File: src/rtl/seq_adder_pkg.sv
// Shared types and helpers for the sequential wide adder.
package seq_adder_pkg;

  // Operation phases: waiting for operands, streaming slices, holding result.
  typedef enum logic [1:0] {
    IDLE = 2'd0,
    RUN  = 2'd1,
    DONE = 2'd2
  } state_t;

  // Bits needed to index k slices; never less than one so a K=1 build
  // still has a real counter register.
  function automatic int cnt_width(input int k);
    int w;
    w = 1;
    while ((1 << w) < k) w++;
    return w;
  endfunction

endpackage

File: src/rtl/cla_slice.sv
// Combinational N-bit carry-look-ahead adder slice.
module cla_slice #(
  parameter int N = 8
) (
  input  logic [N-1:0] a,
  input  logic [N-1:0] b,
  input  logic         cin,
  output logic [N-1:0] sum,
  output logic         cout
);

  logic [N-1:0] g;
  logic [N-1:0] p;
  logic [N:0]   c;

  // Per-bit generate/propagate and the look-ahead carry recurrence.
  always_comb begin
    g    = a & b;
    p    = a ^ b;
    c    = '0;
    c[0] = cin;
    for (int i = 0; i < N; i++) begin
      c[i+1] = g[i] | (p[i] & c[i]);
    end
    sum  = p ^ c[N-1:0];
    cout = c[N];
  end

endmodule

File: src/rtl/seq_wide_adder.sv
// Multi-cycle W-bit adder: operands are consumed N bits per cycle, LSB
// slice first, through one cla_slice with the carry registered between
// cycles.
//
// Handshakes: a transfer happens on a rising clk edge where valid and ready
// are both high. in_ready and out_valid depend only on state (and rst_n for
// in_ready), never on in_valid/out_ready. Once out_valid rises, sum/cout/
// overflow stay fixed until the result transfer.
module seq_wide_adder
  import seq_adder_pkg::*;
#(
  parameter int W = 32,
  parameter int N = 8
) (
  input  logic         clk,
  input  logic         rst_n,
  input  logic         in_valid,
  output logic         in_ready,
  input  logic [W-1:0] a,
  input  logic [W-1:0] b,
  input  logic         cin,
  output logic         out_valid,
  input  logic         out_ready,
  output logic [W-1:0] sum,
  output logic         cout,
  output logic         overflow,
  output logic [1:0]   dbg_state_o
);

  localparam int K  = W / N;
  localparam int CW = cnt_width(K);

  if (W % N != 0) begin : g_bad_width
    $error("seq_wide_adder: W must be a multiple of N");
  end

  state_t         state_q, state_d;
  logic [W-1:0]   a_sh_q, a_sh_d;
  logic [W-1:0]   b_sh_q, b_sh_d;
  logic [W-1:0]   sum_sh_q, sum_sh_d;
  logic           carry_q, carry_d;
  logic [CW-1:0]  cnt_q, cnt_d;
  logic           a_msb_q, a_msb_d;
  logic           b_msb_q, b_msb_d;
  logic [W-1:0]   sum_q, sum_d;
  logic           cout_q, cout_d;
  logic           ovf_q, ovf_d;

  logic [N-1:0]   slice_sum;
  logic           slice_cout;
  logic [W-1:0]   sum_shift;
  logic [W-1:0]   a_next;
  logic [W-1:0]   b_next;

  cla_slice #(.N(N)) u_cla (
    .a    (a_sh_q[N-1:0]),
    .b    (b_sh_q[N-1:0]),
    .cin  (carry_q),
    .sum  (slice_sum),
    .cout (slice_cout)
  );

  // With a single slice there is nothing left to shift in from above.
  if (K == 1) begin : g_one_slice
    assign sum_shift = slice_sum;
    assign a_next    = '0;
    assign b_next    = '0;
  end else begin : g_multi_slice
    assign sum_shift = {slice_sum, sum_sh_q[W-1:N]};
    assign a_next    = {{N{1'b0}}, a_sh_q[W-1:N]};
    assign b_next    = {{N{1'b0}}, b_sh_q[W-1:N]};
  end

  assign in_ready    = (state_q == IDLE) && rst_n;
  assign out_valid   = (state_q == DONE);
  assign sum         = sum_q;
  assign cout        = cout_q;
  assign overflow    = ovf_q;
  assign dbg_state_o = state_q;

  // Next-state and datapath update for accept, slice streaming and result hold.
  always_comb begin
    state_d  = state_q;
    a_sh_d   = a_sh_q;
    b_sh_d   = b_sh_q;
    sum_sh_d = sum_sh_q;
    carry_d  = carry_q;
    cnt_d    = cnt_q;
    a_msb_d  = a_msb_q;
    b_msb_d  = b_msb_q;
    sum_d    = sum_q;
    cout_d   = cout_q;
    ovf_d    = ovf_q;
    case (state_q)
      IDLE: begin
        if (in_valid && in_ready) begin
          state_d = RUN;
          a_sh_d  = a;
          b_sh_d  = b;
          carry_d = cin;
          cnt_d   = '0;
          a_msb_d = a[W-1];
          b_msb_d = b[W-1];
        end
      end
      RUN: begin
        carry_d  = slice_cout;
        sum_sh_d = sum_shift;
        a_sh_d   = a_next;
        b_sh_d   = b_next;
        cnt_d    = cnt_q + CW'(1);
        if (cnt_q == CW'(K - 1)) begin
          state_d = DONE;
          sum_d   = sum_shift;
          cout_d  = slice_cout;
          ovf_d   = (a_msb_q == b_msb_q) && (sum_shift[W-1] != a_msb_q);
        end
      end
      DONE: begin
        if (out_ready) state_d = IDLE;
      end
      default: state_d = IDLE;
    endcase
  end

  // State register; reset aborts any operation and clears all datapath state.
  always_ff @(posedge clk) begin
    if (!rst_n) begin
      state_q  <= IDLE;
      a_sh_q   <= '0;
      b_sh_q   <= '0;
      sum_sh_q <= '0;
      carry_q  <= 1'b0;
      cnt_q    <= '0;
      a_msb_q  <= 1'b0;
      b_msb_q  <= 1'b0;
      sum_q    <= '0;
      cout_q   <= 1'b0;
      ovf_q    <= 1'b0;
    end else begin
      state_q  <= state_d;
      a_sh_q   <= a_sh_d;
      b_sh_q   <= b_sh_d;
      sum_sh_q <= sum_sh_d;
      carry_q  <= carry_d;
      cnt_q    <= cnt_d;
      a_msb_q  <= a_msb_d;
      b_msb_q  <= b_msb_d;
      sum_q    <= sum_d;
      cout_q   <= cout_d;
      ovf_q    <= ovf_d;
    end
  end

endmodule

File: config.mk
export PLATFORM = sky130hd
export DESIGN_NAME = seq_wide_adder
export DESIGN_NICKNAME = d
export VERILOG_FILES = /design/src/rtl/seq_adder_pkg.sv /design/src/rtl/cla_slice.sv /design/src/rtl/seq_wide_adder.sv
export SDC_FILE = /design/constraint.sdc
export NUM_CORES = 1
export LEC_CHECK = 0
export BUFFER_PORTS_ARGS = -buffer_cell sky130_fd_sc_hd__buf_4
export CORE_MARGIN = 10
export CORE_UTILIZATION = 49
export DETAILED_ROUTE_END_ITERATION = 7
export MAX_ROUTING_LAYER = met4
export PLACE_DENSITY = 0.84
export SYNTH_ARGS = -nofsm -noshare
export SYNTH_HDL_FRONTEND = slang
export SYNTH_SLANG_ARGS = --single-unit
File: constraint.sdc
create_clock -name clk -period 4 [get_ports clk]
set_input_delay 1 -clock clk [delete_from_list [all_inputs] [get_ports clk]]
set_output_delay 1 -clock clk [all_outputs]
set_load 0.02 [all_outputs]
* Yosys cells after proc, flatten, opt, wreduce, memory -nomap -nowiden *
Index checks and enable logic that the tools add are counted.

cells by class
  add/sub/neg operators = 1
  equality and inequality tests = 8
  muxes and demuxes = 12
  bitwise gates (word level) = 19
  reductions and logical operators = 9

operators by type and width
  kind                                                   number
  case mux 32 bit (2 select lines)                       2
  2-to-1 mux 32 bit                                      2
  bitwise XOR 8 bit                                      2
  bitwise AND 1 bit                                      8
  bitwise AND 8 bit                                      1
  2-to-1 mux 2 bit                                       4
  bitwise OR 1 bit                                       8
  case mux 2 bit (3 select lines)                        1
  AND reduction 2 bit                                    3
  == test 2 bit, second input constant                   2
  inequality test 2 x 1 -> 1 bit, second input constant  2
  case mux 2 bit (2 select lines)                        1
  logical AND 1 bit                                      3
  AND reduction 3 bit                                    1
  adder 2 x 1 -> 2 bit, second input constant            1
  == test 2 x 1 -> 1 bit, second input constant          1
  logical NOT 2 bit                                      1
  inequality test 2 bit, second input constant           1
  case mux 1 bit (2 select lines)                        1
  nonzero test 2 bit                                     1
  == test 1 bit                                          1
  2-to-1 mux 1 bit                                       1
  inequality test 1 bit                                  1

storage, ports and cells
  flip-flop bits (word level) = 137
  input bits = 69
  output and inout port bits = 38
  logic and storage cells = 60

* Longest topological paths before layout *
Gate-level depths: netlist of the first run.

  depth in word-level cells = 18
  gate-level depth with buffers = 13
  mapped depth without buffers = 13

* Hierarchy *
From an unflattened synthesis of the first run, not the netlist that was laid out.

second synthesis, totals
  cell total of the unflattened synthesis = 647
  area, all modules = 5646.7 sq um

modules (own cells, without submodules)
  module          instances  cells each  area an instance (sq um)
  seq_wide_adder  1          629         5449.0
  cla_slice       1          18          197.7

* Least setup slack after synthesis of the first run *
No wires, ideal clock.

  path kind = flip-flop to flip-flop
  from = register a_sh_q[0]
  to = register ovf_q (netlist: overflow)
  arrival time = 3.756 ns
  required time = 3.926 ns
  setup slack = 0.170 ns
  cell stages (with the launch flop) = 14
  path buffers = 0
  clock period less this slack = 3.830 ns
  cells stage by stage = dfxtp_1 inv_1 fa_1 inv_1 fa_1 fa_1 fa_1 fa_1 fa_1 fa_1 inv_1 fa_1 or3_1 a31oi_1

on the way
  word-level cells in the longest chain between the ends = 18
  elaborated cells on any way between the ends = 19
  those cells by class = eq/ne: 1; bitwise: 17; reduce/logical: 1

ends and longest elaborated chain
  element                   RTL line               RTL
  start: declaration        seq_wide_adder.sv:38   logic [W-1:0] a_sh_q, a_sh_d;
  start signal: assignment  seq_wide_adder.sv:142  a_sh_q <= a_sh_d;
  bitwise XOR 8 bit         cla_slice.sv:19        p = a ^ b;
  bitwise AND 1 bit         cla_slice.sv:23        c[i+1] = g[i] | (p[i] & c[i]);
  bitwise OR 1 bit *        cla_slice.sv:23
  bitwise AND 1 bit *       cla_slice.sv:23
  bitwise OR 1 bit *        cla_slice.sv:23
  bitwise AND 1 bit *       cla_slice.sv:23
  bitwise OR 1 bit *        cla_slice.sv:23
  bitwise AND 1 bit *       cla_slice.sv:23
  (+2 left out)             n/a
  bitwise OR 1 bit *        cla_slice.sv:23
  bitwise AND 1 bit *       cla_slice.sv:23
  bitwise OR 1 bit *        cla_slice.sv:23
  bitwise AND 1 bit *       cla_slice.sv:23
  bitwise OR 1 bit *        cla_slice.sv:23
  bitwise XOR 8 bit *       cla_slice.sv:25        sum = p ^ c[N-1:0];
  inequality test 1 bit *   seq_wide_adder.sv:116  ovf_d = (a_msb_q == b_msb_q) && (sum_shift[W-1] != a_msb_q);
  logical AND 1 bit *       seq_wide_adder.sv:116
  end signal: assignment    seq_wide_adder.sv:151  ovf_q <= ovf_d;
  end: declaration          seq_wide_adder.sv:47   logic ovf_q, ovf_d;

Every way passes the cells marked *; elsewhere a longest branch is shown, timed or not.
A chain may end at the register's enable or synchronous reset.

* Worst setup path after layout of the first run *
  from = register b_sh_q[0]
  to = register ovf_q (netlist: overflow)

on the way
  word-level cells in the longest chain between the ends = 18
  elaborated cells on any way between the ends = 19
  those cells by class = eq/ne: 1; bitwise: 17; reduce/logical: 1

ends and longest elaborated chain
  element                   RTL line               RTL
  start: declaration        seq_wide_adder.sv:39   logic [W-1:0] b_sh_q, b_sh_d;
  start signal: assignment  seq_wide_adder.sv:143  b_sh_q <= b_sh_d;
  bitwise XOR 8 bit         cla_slice.sv:19
  bitwise AND 1 bit         cla_slice.sv:23
  bitwise OR 1 bit *        cla_slice.sv:23
  bitwise AND 1 bit *       cla_slice.sv:23
  bitwise OR 1 bit *        cla_slice.sv:23
  bitwise AND 1 bit *       cla_slice.sv:23
  bitwise OR 1 bit *        cla_slice.sv:23
  bitwise AND 1 bit *       cla_slice.sv:23
  (+2 left out)             n/a
  bitwise OR 1 bit *        cla_slice.sv:23
  bitwise AND 1 bit *       cla_slice.sv:23
  bitwise OR 1 bit *        cla_slice.sv:23
  bitwise AND 1 bit *       cla_slice.sv:23
  bitwise OR 1 bit *        cla_slice.sv:23
  bitwise XOR 8 bit *       cla_slice.sv:25
  inequality test 1 bit *   seq_wide_adder.sv:116
  logical AND 1 bit *       seq_wide_adder.sv:116

Marked as above.

==> impl_metrics.tcl, run 1 <==
set metrics [dict create \
    worstPathRequired_ns 4.44 \
    synth.avg_cell_area_sq_um 8.21 \
    clock_sinks 129 \
    clockBufferDepth 2 \
    place_congestion 0.904 \
    synth_edf_count 0 \
    clk_latency_ns 0.52 \
    die_area_sq_um 15300 \
    p_total_uw 3450 \
    die_y_microns 123 \
    grt_pass1_wl_mm 23.3 \
    yosysSeqAreaShare_pct 49.2 \
    ys_ff_latch 129 \
    setup_viol 0 \
    drt_iter0_drc 445 \
    worst_pin_slew_ns 1.12 \
    p_per_area_nw_per_um2 518 \
    fin_worst_skew_ns 0.00866 \
    num_io_pins 107 \
    initial_utilization_pct 50.6 \
    drt-total-wl_mm 14.3 \
    post_dp_cell_area_sq_um 5980 \
    hold_ws_ns 0.454 \
    rsz0062_at_grt "false" \
    ys_warn_count 0 \
    utilization_pct 64.2 \
    drc_errors 0 \
    ys_types 32 \
    vias 4835 \
    final-hold-violation-count 0 \
    grt-ovfl-total 0 \
    grt_max_degree 64 \
    core.rowCount 37 \
    cts_made_buffers 17 \
    cp_max_fo 2 \
    start_kind "register" \
    relSlewSlack_pct 25.0 \
    slew_violations 0 \
    dp_hpwl_mm 9.33 \
    design_area_sq_um 6650 \
    coreArea_sq_um 10400 \
    insertedDiodeCount 0 \
    synth_top_area_share_pct 49.2 \
    max_freq_mhz 262 \
    nets 791 \
    synth_top_area_cell "dfxtp_1" \
    tritoncts "done" \
    first_global_vias 4896 \
    setup_tns_ns 0 \
    synth_top_cells_by_count "nand2_1, dfxtp_1, a21oi_1, nor2_1, o21ai_0" \
    syn_to_final_growth_pct 26.8 \
    cp-end-kind "register" \
    cts_root_buf "clkbuf_8" \
    critPathArrivalTime_ns 4.26 \
    min_path_type "register to register" \
    antenna_found_initial 0 \
    syn_inst 639 \
    multiInputGateArea_sq_um 2370 \
    period_share_pct 95.5 \
    viasPerCell 5.61 \
    peakVddDrop_mv 0.258 \
    grt.total_usage_pct 19.6 \
    port-buffer-count 106 \
    maxCapViolations 0 \
    synthTopCellsByArea "dfxtp_1, a21oi_1, nand2_1, o2bb2ai_1, o21ai_0" \
    routedWlPerCell_microns 16.6 \
    firstDrtPassIters 5 \
    netlist_area_sq_um 5250 \
    ys.flop_type "dfxtp_1" \
    seq_area_sq_um 2580 \
    synth.net_count 717 \
    synth_most_common_cell "nand2_1" \
    htreeDepth 4 \
    ant_nets 0 \
    ys_async_sr_fraction_pct 0 \
    drive_gt1_share_pct 21.1 \
    dieWidth_microns 123 \
    fill_cells 873 \
    fin_crit_ns 3.82 \
    clkTransAtPathRegs_ns 0.06 \
    path_class "register to register" \
    power_leakage_uw 0.00257 \
    status "finished clean" \
]
[through the flow]
stage	setup WS [ns]	instances
finish	0.182	862
global route	0.0208	862
CTS	0.0165	862
detailed placement	-0.00270	830
global placement	0.109	830
floorplan	0.170	639
[state kept, by name, summed over array words and instances, names as in the netlist]
register,flops
cnt_q,2
cout,1
dbg_state_o,2
overflow,1
b_sh_q,32
a_sh_q,32
b_msb_q,1
sum,32
carry_q,1
a_msb_q,1
sum_sh_q,24
[worst paths after layout]
| check | cells after the start | slack (ns) | endpoint | start |
|---|---|---|---|---|
| setup / recovery | 13 | 0.18 | overflow | b_sh_q[0] |
| hold / removal | 2 | 0.45 | sum[19] | sum[19] |
| setup reg to reg | 13 | 0.18 | overflow | b_sh_q[0] |
| hold reg to reg | 2 | 0.45 | sum[19] | sum[19] |
[timing repair]
item,in CTS,in global routing
hold buffers,0,0
setup buffers,0,0
setup endpoints to repair,1,3
resized for setup,1,4
pin swaps,0,0
[placed cells by master (no fill, tap or decap), drive strengths merged, types with 8 or more instances in the layout]
master / netlist / layout
a21oi: 121 / 121
buf: 35 / 111
clkbuf: 21 / 20
dfxtp: 129 / 129
fa: 8 / 8
inv: 10 / 11
nand2: 141 / 141
nor2: 51 / 51
o21ai: 50 / 50
o2bb2ai: 44 / 44
[per-layer routing]
metal / vias to the layer above / track usage [%] / routed length (microns)
met5: - / - / 0
met4: 0 / 6.84 / 252
met3: 27 / 5.83 / 985
met2: 182 / 31.4 / 6880
met1: 2290 / 22.9 / 6180
li1: 2336 / - / -
[power breakdown]
part / switching, uW / total [uW] / internal (uW)
registers: 60.4 / 1420 / 1360
logic: 187 / 334 / 147
clock network: 570 / 1700 / 1130
total: 817 / 3450 / 2630
[cell families (layout without fill, tap and decap cells)]
kind of cell / count (synthesis) / count (layout) / synth area share (%)
AOI/OAI and AO/OA: 227 / 227 / 25.7
and+or+nand+nor: 208 / 208 / 15.9
DFF: 129 / 129 / 49.2
buffers and inverters: 66 / 153 / 5.89
adders and majority gates: 9 / 9 / 3.29
[worst max-delay path, cell delays in order (launching register included)]
cell and delay (ns):
dfxtp_1 0.33, inv_1 0.08, fa_1 0.17, inv_1 0.05
fa_1 0.38, fa_2 0.36, fa_2 0.35, fa_2 0.36
fa_2 0.35, fa_2 0.34, inv_1 0.08, fa_1 0.42
or3_1 0.31, a31oi_1 0.16
[layout make-up]
cell class | instances | share of cell area [%]
clock buffer | 20 | 6.84
timing repair buffer | 111 | 12.5
multi-input combinational | 444 | 35.6
sequential | 129 | 38.8
clock inverter | 12 | 3.07
inverter | 10 | 0.564
tap | 136 | 2.56
Note: power is estimated with default switching activity, not from simulation.
==> run 2: changes to the inputs <==
ABC_AREA = 1   (was not set)
CORE_UTILIZATION = 50   (was 49)
PLACE_DENSITY = 0.85   (was 0.84)
==> impl_metrics.tcl, run 2 <==
set metrics [dict create \
    synthAdderAreaFrac_pct 3.05 \
    rr_endpoint "overflow" \
    first_global_vias 5115 \
    core.rowCount 38 \
    place_congestion 0.846 \
    critPathMaxStageDelay_ns 0.43 \
    ys.flop_type "dfxtp_1" \
    cp_num_cells 15 \
    relSlewSlack_pct 36.2 \
    coreArea_sq_um 10900 \
    cts_root_buf "clkbuf_16" \
    syn_inst 793 \
    synthSimpleGateAreaFrac_pct 36.1 \
    ys_warn_count 0 \
    clkTransAtPathRegs_ns 0.06 \
    final_cells 1025 \
    dpl.cell_count 993 \
    die_area_sq_um 16000 \
    synth_top_area_cell "dfxtp_1" \
    critPathTopFamily "adder cells" \
    worst_pin_slew_ns 0.957 \
    grt_pass1_wl_mm 24.2 \
    grt.total_usage_pct 18.3 \
    port-buffer-count 106 \
    synth_xor_area_share_pct 0 \
    drt_iter0_drc 542 \
    cp-end-kind "register" \
    ys_types 24 \
    crit_chain "inv_2 > fa_1 > inv_1 > fa_2 > fa_2 > fa_2 > fa_2 > fa_2 > fa_2 > inv_1 > fa_1 > or2_2 > o21ai_1 > nor2_1 > nor2_1" \
    path_buf_inv 3 \
    min_path_type "register to register" \
    num_io_pins 107 \
    dp_hpwl_mm 8.97 \
    synth_top_cells_by_count "nand2_1, nor2_1, dfxtp_1, o21ai_0, nand3b_1" \
    clk_latency_ns 0.41 \
    cts_made_buffers 17 \
    final-hold-violation-count 0 \
    htreeDepth 4 \
    final_common_cell "nand2_1" \
    p_per_area_nw_per_um2 474 \
    grt_max_degree 108 \
    r2r_slack_ns 0.18 \
    clockBufferDepth 2 \
    netlist_area_sq_um 5660 \
    initial_utilization_pct 51.7 \
    yosysSeqAreaShare_pct 45.6 \
    ys_ff_latch 129 \
    start_kind "register" \
    path_class "register to register" \
    fin_crit_ns 3.82 \
    dieWidth_microns 126 \
    setup_viol 0 \
    insertedDiodeCount 0 \
    endpoint "overflow" \
    setup_tns_ns 0 \
    drt-total-wl_mm 14.2 \
    synth_top_area_share_pct 45.6 \
    firstDrtPassIters 5 \
    worstPathRequired_ns 4.34 \
    nets 950 \
    synth.avg_cell_area_sq_um 7.13 \
    drc_errors 0 \
    rr_startpoint "b_sh_q[0]" \
    m1WireLength_mm 6.51 \
    viasPerCell 5.01 \
    ctsHoldBuffers 0 \
    grt-ovfl-total 0 \
    die_y_microns 126 \
    vias 5137 \
    period_share_pct 95.4 \
    fin_worst_skew_ns 0.0124 \
    slew_violations 0 \
    synth.net_count 871 \
    worst_path_max_delay_cell "fa_1" \
    peakVddDrop_mv 0.291 \
    power_leakage_uw 0.00336 \
    ys_async_sr_fraction_pct 0 \
    drive_gt1_share_pct 19.0 \
    synthTopCellsByArea "dfxtp_1, nand2_1, nor2_1, o21ai_0, nand3b_1" \
    final_cell_mix "nand2_1, nor2_1, dfxtp_1, buf_4, o21ai_0" \
    tritoncts "done" \
    status "finished clean" \
    synth_edf_count 0 \
    crit_start "b_sh_q[0]" \
    critPathArrivalTime_ns 4.16 \
    syn_to_final_growth_pct 23.2 \
    wl_met2_mm 6.64 \
    rsz0062_at_grt "false" \
    p_total_uw 3300 \
    cp_max_fo 2 \
    max_freq_mhz 262 \
    clock_sinks 129 \
    ant_nets 0 \
    synth_compound_gate_area_share_pct 8.31 \
    top_layer "met4" \
    synthMuxAreaShare_pct 0 \
    synth_most_common_cell "nand2_1" \
    utilization_pct 63.7 \
    maxCapViolations 0 \
    antenna_found_initial 0 \
    post-cts-setup-buffer-count 0 \
    routed-wl-met3_microns 815 \
    path_common_cell "fa_2" \
    routedWlPerCell_microns 13.8 \
    reg2reg_depth 15 \
    synth_top_family_by_area "simple AND/OR/NAND/NOR gates" \
]
## run 2: worst min-delay path by stage
stage	end	startpoint	slack [ns]	depth (start not counted)
2_1_floorplan	cnt_q[0]	cnt_q[0]	0.43	1
3_3_place_gp	a_sh_q[25]	a_sh_q[25]	0.45	2
3_5_place_dp	b_sh_q[29]	b_sh_q[29]	0.46	2
4_1_cts	b_sh_q[24]	b_sh_q[24]	0.46	2
5_1_grt	a_sh_q[29]	a_sh_q[29]	0.49	2
6_report	a_sh_q[25]	a_sh_q[25]	0.47	2
## run 2: cell families (layout without fill, tap and decap cells)
family,count (synthesis),in the layout
buffers and inverters,77,169
AO/OA/AOI/OAI,94,94
flip-flops,129,129
AND/OR/NAND/NOR,484,484
adder cells (fa/ha/maj),9,9
## run 2: area by class of cell
type,count,area (sq um)
inverter,22,82.6
clock buffer,18,429
multi-input combinational,587,2700
sequential,129,2580
fill,983,3970
tap,140,175
timing repair buffer,115,863
clock inverter,14,133
## run 2: worst register-to-register path, delay by kind of cell, from the launching register on
| family | cells | cell delay [ns] |
|---|---|---|
| compound gates | 1 | 0.13 |
| fa+ha+maj | 8 | 2.67 |
| buf+inv | 3 | 0.20 |
| flops | 1 | 0.30 |
| simple gates | 3 | 0.44 |
## run 2: metal layers
| metal | vias up | global-route usage [%] |
|---|---|---|
| met2 | 175 | 27.8 |
| li1 | 2659 | - |
| met5 | - | - |
| met4 | 0 | 5.22 |
| met1 | 2283 | 23.8 |
| met3 | 20 | 4.25 |
## run 2: power breakdown
part | switching, uW | internal (uW)
registers | 47.0 | 1370
logic | 243 | 179
clock network | 601 | 863
## run 2: through the flow
step / hold WS (ns) / setup WS, ns / cell area (sq um)
final: 0.466 / 0.183 / 6970
after detailed placement: 0.456 / -0.122 / 6390
after global routing: 0.494 / 0.0246 / 6970
after global placement: 0.452 / -0.0519 / 6390
after CTS: 0.465 / 0.0321 / 6960
after floorplan: 0.433 / 0.103 / 5660
## run 2: timing repair
action | in CTS | in global routing
gates resized for setup | 4 | 5
pin swaps | 0 | 1
setup endpoints to repair | 1 | 1
